**src/rtl/cpu_ctrl_pkg.sv**
```systemverilog
// Shared control-unit definitions: state encoding, instruction opcodes, ALU ops,
// and the opcode classification / opcode-to-ALU-op lookups.
package cpu_ctrl_pkg;

    typedef enum logic [3:0] {
        S_IDLE, S_T0, S_T1, S_T2, S_T3, S_T4, S_T5, S_T6, S_HALT
    } state_e;

    // Execute-phase shape: two-operand ALU, HI/LO-producing, single-operand, or unknown.
    typedef enum logic [1:0] {
        CLS_ALU, CLS_MULDIV, CLS_UNARY, CLS_BAD
    } iclass_e;

    localparam logic [4:0] OPC_ADD = 5'b00011;
    localparam logic [4:0] OPC_SUB = 5'b00100;
    localparam logic [4:0] OPC_AND = 5'b00101;
    localparam logic [4:0] OPC_OR  = 5'b00110;
    localparam logic [4:0] OPC_MUL = 5'b01111;
    localparam logic [4:0] OPC_DIV = 5'b10000;
    localparam logic [4:0] OPC_NEG = 5'b10001;
    localparam logic [4:0] OPC_NOT = 5'b10010;

    localparam logic [4:0] ALU_ADD = 5'b00000;
    localparam logic [4:0] ALU_SUB = 5'b00001;
    localparam logic [4:0] ALU_AND = 5'b00010;
    localparam logic [4:0] ALU_OR  = 5'b00011;
    localparam logic [4:0] ALU_NEG = 5'b00100;
    localparam logic [4:0] ALU_NOT = 5'b00101;
    localparam logic [4:0] ALU_MUL = 5'b00110;
    localparam logic [4:0] ALU_DIV = 5'b00111;

    function automatic iclass_e opc_class(input logic [4:0] opc);
        case (opc)
            OPC_ADD, OPC_SUB, OPC_AND, OPC_OR: return CLS_ALU;
            OPC_MUL, OPC_DIV:                  return CLS_MULDIV;
            OPC_NEG, OPC_NOT:                  return CLS_UNARY;
            default:                           return CLS_BAD;
        endcase
    endfunction

    function automatic logic [4:0] opc_to_alu(input logic [4:0] opc);
        case (opc)
            OPC_SUB: return ALU_SUB;
            OPC_AND: return ALU_AND;
            OPC_OR:  return ALU_OR;
            OPC_NEG: return ALU_NEG;
            OPC_NOT: return ALU_NOT;
            OPC_MUL: return ALU_MUL;
            OPC_DIV: return ALU_DIV;
            default: return ALU_ADD;
        endcase
    endfunction

endpackage

```
**src/rtl/reg_select_decoder.sv**
```systemverilog
// Register-field to one-hot enable decoder; all-zero when not enabled.
module reg_select_decoder #(
    parameter int NUM_REGS  = 16,
    parameter int REG_SEL_W = 4
) (
    input  logic [REG_SEL_W-1:0] sel,
    input  logic                 en,
    output logic [NUM_REGS-1:0]  onehot
);

    always_comb begin
        onehot = '0;
        for (int i = 0; i < NUM_REGS; i++) begin
            onehot[i] = en && (sel == REG_SEL_W'(i));
        end
    end

endmodule

```
**src/rtl/mdu_instr_sequencer.sv**
```systemverilog
// Hard-wired fetch/execute sequencer for R-format ALU, MUL and DIV instructions.
// Outputs are decoded from the registered state and IR; T1 waits on MemReady.
module mdu_instr_sequencer
    import cpu_ctrl_pkg::*;
#(
    parameter int NUM_REGS  = 16,
    parameter int REG_SEL_W = 4
) (
    input  logic                Clock,
    input  logic                Clear,
    input  logic                Run,
    input  logic [31:0]         IR,
    input  logic                MemReady,
    output logic [NUM_REGS-1:0] Rin,
    output logic [NUM_REGS-1:0] Rout,
    output logic                PCout,
    output logic                PCin,
    output logic                IncPC,
    output logic                MARin,
    output logic                MDRin,
    output logic                MDRout,
    output logic                Read,
    output logic                IRin,
    output logic                Yin,
    output logic                ZHighin,
    output logic                ZLowin,
    output logic                ZHighout,
    output logic                ZLowout,
    output logic                HIin,
    output logic                LOin,
    output logic [4:0]          OP,
    output logic                Busy,
    output logic                Done,
    output logic                Illegal
);

    state_e  state_q, state_d;
    iclass_e cls;
    logic [4:0]           opc;
    logic [REG_SEL_W-1:0] ra, rb, rc;
    logic [REG_SEL_W-1:0] rin_sel, rout_sel;
    logic                 rin_en, rout_en;
    logic                 unused_ir;

    assign opc       = IR[31:27];
    assign ra        = IR[26:23];
    assign rb        = IR[22:19];
    assign rc        = IR[18:15];
    assign unused_ir = ^IR[14:0];
    assign cls       = opc_class(opc);

    always_comb begin
        state_d = state_q;
        case (state_q)
            S_IDLE: if (Run) state_d = S_T0;
            S_T0:   state_d = S_T1;
            S_T1:   if (MemReady) state_d = S_T2;
            S_T2:   state_d = S_T3;
            S_T3:   state_d = (cls == CLS_BAD) ? S_HALT : S_T4;
            S_T4:   if (cls == CLS_UNARY) state_d = Run ? S_T0 : S_IDLE;
                    else                  state_d = S_T5;
            S_T5:   if (cls == CLS_ALU)   state_d = Run ? S_T0 : S_IDLE;
                    else                  state_d = S_T6;
            S_T6:   state_d = Run ? S_T0 : S_IDLE;
            S_HALT: state_d = S_HALT;
            default: state_d = S_IDLE;
        endcase
    end

    always_ff @(posedge Clock) begin
        if (Clear) state_q <= S_IDLE;
        else       state_q <= state_d;
    end

    always_comb begin
        PCout = 1'b0; PCin = 1'b0; IncPC = 1'b0; MARin = 1'b0;
        MDRin = 1'b0; MDRout = 1'b0; Read = 1'b0; IRin = 1'b0; Yin = 1'b0;
        ZHighin = 1'b0; ZLowin = 1'b0; ZHighout = 1'b0; ZLowout = 1'b0;
        HIin = 1'b0; LOin = 1'b0; OP = ALU_ADD; Done = 1'b0;
        rin_en = 1'b0; rin_sel = ra; rout_en = 1'b0; rout_sel = rb;
        case (state_q)
            S_T0: begin PCout = 1'b1; MARin = 1'b1; IncPC = 1'b1; ZLowin = 1'b1; end
            S_T1: begin ZLowout = 1'b1; Read = 1'b1; MDRin = 1'b1; PCin = MemReady; end
            S_T2: begin MDRout = 1'b1; IRin = 1'b1; end
            S_T3: case (cls)
                CLS_ALU:    begin rout_en = 1'b1; Yin = 1'b1; end
                CLS_MULDIV: begin rout_en = 1'b1; rout_sel = ra; Yin = 1'b1; end
                CLS_UNARY:  begin rout_en = 1'b1; OP = opc_to_alu(opc); ZLowin = 1'b1; end
                default: ;
            endcase
            S_T4: case (cls)
                CLS_ALU:    begin rout_en = 1'b1; rout_sel = rc; OP = opc_to_alu(opc); ZLowin = 1'b1; end
                CLS_MULDIV: begin rout_en = 1'b1; OP = opc_to_alu(opc); ZHighin = 1'b1; ZLowin = 1'b1; end
                CLS_UNARY:  begin ZLowout = 1'b1; rin_en = 1'b1; Done = 1'b1; end
                default: ;
            endcase
            S_T5: case (cls)
                CLS_ALU:    begin ZLowout = 1'b1; rin_en = 1'b1; Done = 1'b1; end
                CLS_MULDIV: begin ZLowout = 1'b1; LOin = 1'b1; end
                default: ;
            endcase
            S_T6: begin ZHighout = 1'b1; HIin = 1'b1; Done = 1'b1; end
            default: ;
        endcase
    end

    assign Busy    = (state_q != S_IDLE) && (state_q != S_HALT);
    assign Illegal = (state_q == S_HALT);

    reg_select_decoder #(.NUM_REGS(NUM_REGS), .REG_SEL_W(REG_SEL_W)) u_rin_dec (
        .sel(rin_sel), .en(rin_en), .onehot(Rin)
    );

    reg_select_decoder #(.NUM_REGS(NUM_REGS), .REG_SEL_W(REG_SEL_W)) u_rout_dec (
        .sel(rout_sel), .en(rout_en), .onehot(Rout)
    );

endmodule

```
**config.mk**
```make
export PLATFORM = sky130hd
export DESIGN_NAME = mdu_instr_sequencer
export DESIGN_NICKNAME = d
export VERILOG_FILES = /design/src/rtl/cpu_ctrl_pkg.sv /design/src/rtl/reg_select_decoder.sv /design/src/rtl/mdu_instr_sequencer.sv
export SDC_FILE = /design/constraint.sdc
export NUM_CORES = 1
export LEC_CHECK = 0
export ABC_AREA = 1
export CORE_MARGIN = 2
export CORE_UTILIZATION = 34
export CTS_CLUSTER_DIAMETER = 60
export DETAILED_ROUTE_END_ITERATION = 16
export PLACE_DENSITY = 0.82
export SYNTH_ARGS = -nofsm -noshare
export SYNTH_HDL_FRONTEND = slang
export SYNTH_HIERARCHICAL = 1
export SYNTH_SLANG_ARGS = --single-unit
```
**constraint.sdc**
```tcl
create_clock -name Clock -period 2.3 [get_ports Clock]
set_input_delay 0.23 -clock Clock [delete_from_list [all_inputs] [get_ports Clock]]
set_output_delay 0.23 -clock Clock [all_outputs]
set_load 0.005 [all_outputs]
```
==> summary.md <==
| Metric | Value |
|---|---|
| Outcome | finished, final reports clean |
| Largest net degree at the start of global routing | 7 |
| Sequential share of the synthesized area | 6.904% |
| Worst-margin pin slew | 516.6 ps |
| Cts hold-fix bufs | 0 |
| Slew headroom | 65.30% |
| GPL Wtd Cong | 0.8325 |
| Final ANT Viol Nets | 0 |
| Max-cap violations | 0 |
| Fmax | 447.8 MHz |
| Final period utilization | 97.09% |
| Drt via density | 4.728 |
| Boundary pin count | 91 |
| P per Cell Area | 280.1 nW/µm² |
| Post-synthesis register bit count | 4 |
| Cell Area, Placed | 2155 µm² |
| Hold path cells | 3 |
| Vias after detailed routing | 1863 |
| CTS tree | done |
| Worst slack, placed | -668.3 ps |
| M2 GR Usage | 41.80% |
| DRC viols | 0 |
| Port bufs | 73 |
| Commonest cells after routing, fill and taps aside | 43 x nand2_1, 43 x buf_4, 40 x nor2_1 |
| Pleak | 0.001345 µW |
| Core area | 3311 µm² |
| Worst r2r dst | state_q[0]$_SDFFE_PP0P_ |
| Die X | 62.41 µm |
| Post-synth top area cell | nand2_1 |
| Post-Syn Area per Cell | 5.043 µm² |
| Clock Latency Late Sink | 230 ps |
| Endpoint type of the worst setup path | primary output |
| Clk sinks | 4 |
| Netlist cell types | 29 |
| Grt met1 use | 23.48% |
| Total CTS buffers | 3 |
| Startpoint types | input pin |
| CP startpoint | IR[31] |
| Max FO, Critical Path | 5 |
| Fin area | 2455 µm² |
| Overflow after GRT | 0 |
| H-tree Lvls | 1 |
| Die area | 3894 µm² |
| Skew final | 3.526 ps |
| Worst hold start | state_q[3]$_SDFFE_PP0P_ |
| Hold EP | state_q[0]$_SDFFE_PP0P_ |
| Die Ht | 62.41 µm |
| Worst vdd ir | 0.0004054 V |
| Post-synth top area share | 19.42% |
| GR Layer Usage met3 | 2.703% |
| Max clock buf depth | 2 |
| Fill cells | 307 |
| R2R setup slack | 860 ps |
| R2R Path Start | state_q[3]$_SDFFE_PP0P_ |
| Final min period | 2233 ps |
| Post-synthesis cell area | 1160 µm² |
| Reg2reg path depth | 12 |
| Area Overhead vs Synth | 111.7% |
| Register area | 81.33 µm² |
| Worst EP required | 2070 ps |
| Final setup vio count | 0 |
| First drt pass iteration count | 4 |
| First-pass GRT wire length | 6927 µm |
| DR WL/cell | 11.74 µm |
| Tot GR Track Use | 20.77% |
| Yosys warns | 6 |
| Number of diodes | 0 |
| Fin nets | 391 |
| Hold_ws | 585.6 ps |
| Layout cells sized above 1 | 37.93% |
| Initial antenna violation count | 0 |
| Pins Over Slew Limit | 0 |
| Global route hottest layer | met2 |
| CP arrival | 2000 ps |
| DP Wirelength | 3286 µm |
| Starting Density | 35.03% |
| Total power draw | 687.5 µW |
| Starting DRT DRC Count | 86 |
| Final hold vios | 0 |
| Root Driver | clkbuf_4 |
| Post-Route WL | 4626 µm |
| Largest cells by area after synthesis | nand2_1 19%, nor2_1 15%, inv_1 14% |
| Critical path class | in -> out |
| Setup ws final | 67.02 ps |
| Registers with the most flip-flops | state_q: 4 flops |
| Clk slew on worst S/H paths | 40 ps |
| Multi-input combinational cell area | 1089 µm² |
| Hold Crit Class | reg -> reg |
| Vias in the first global route | 1705 |
| Top reg by flops | state_q |
| Cells after Synth | 230 |
| Rows | 21 |
| Max reg flops | 4 |
## cells by family after synthesis
family | Yosys count | share of synthesized area (%)
AND/OR/NAND/NOR | 154 | 60.73
buffers and inverters | 52 | 19.09
AO/OA/AOI/OAI | 14 | 7.551
adder cells (fa/ha/maj) | 5 | 5.394
flip-flops | 4 | 6.904
other | 1 | 0.3233
## where the power goes
group          switching, µW  total [µW]  leakage [µW]  internal, µW
Sequential              11.8        93.8     0.0000332          82.0
Combinational            252         511       0.00130           258
Clock                   25.0        83.1     0.0000138          58.1
## area by class of cell
type	count	area share (%)
inverter	45	7.187
tap	46	2.345
sequential	4	3.313
clock buffer	3	0.9174
multi-input combinational	175	44.34
timing repair buffer	121	41.90
## cells in the mapped netlist (all sizes together)
cell type and n:
nand2 67, nor2 51, inv 45, nand3 23, buf 7, a21oi 5, ha 5, nor3 5
dfxtp 4, nand4 4, o21ai 3, or2 3, a211oi 2, a22oi 1, conb 1, nand3b 1
o211ai 1, o21a 1, o22ai 1
## worst max-delay path: stages
cell	delay [ps]
dlygate4sd2_1	380
inv_1	180
nand2_4	140
nand2_4	80
buf_4	150
nand3_1	70
nand2_1	50
inv_1	60
nand2_2	90
buf_4	150
inv_2	60
nand3_2	80
nor2_1	90
clkdlybuf4s15_1	200
## how the worst max path moves through the flow
stage	end	cells past startpoint
CTS	Rin[1]	13
global route	Rout[1]	14
floorplan	Rout[0]	13
finish	Rout[1]	14
detailed placement	Rout[8]	15
global placement	Rout[0]	15
## per-layer routing
layer	wire, µm	share of wire [%]
met1	1853	40
met2	2422	52
met3	290	6.3
met4	60	1.3
met5	0	0
## what timing repair did
action,4_1_cts,5_1_grt
gates cloned,0,0
resized for setup,92,57
setup buffers,9,5
pin swaps,14,21
endpoints found under the hold margin,0,0
setup endpoints to repair,41,27
## through the flow
| step | cells | TNS [ps] | utilization (%) |
|---|---|---|---|
| 6_report | 394 | 0 | 74.15 |
| 3_5_place_dp | 377 | -18050 | 65.08 |
| 2_1_floorplan | 231 | 0 | - |
| 3_3_place_gp | 377 | -16240 | 65.08 |
| 4_1_cts | 389 | -87.47 | 70.07 |
| 5_1_grt | 394 | -113.2 | 74.15 |
Power figures use the tool's default switching activity.
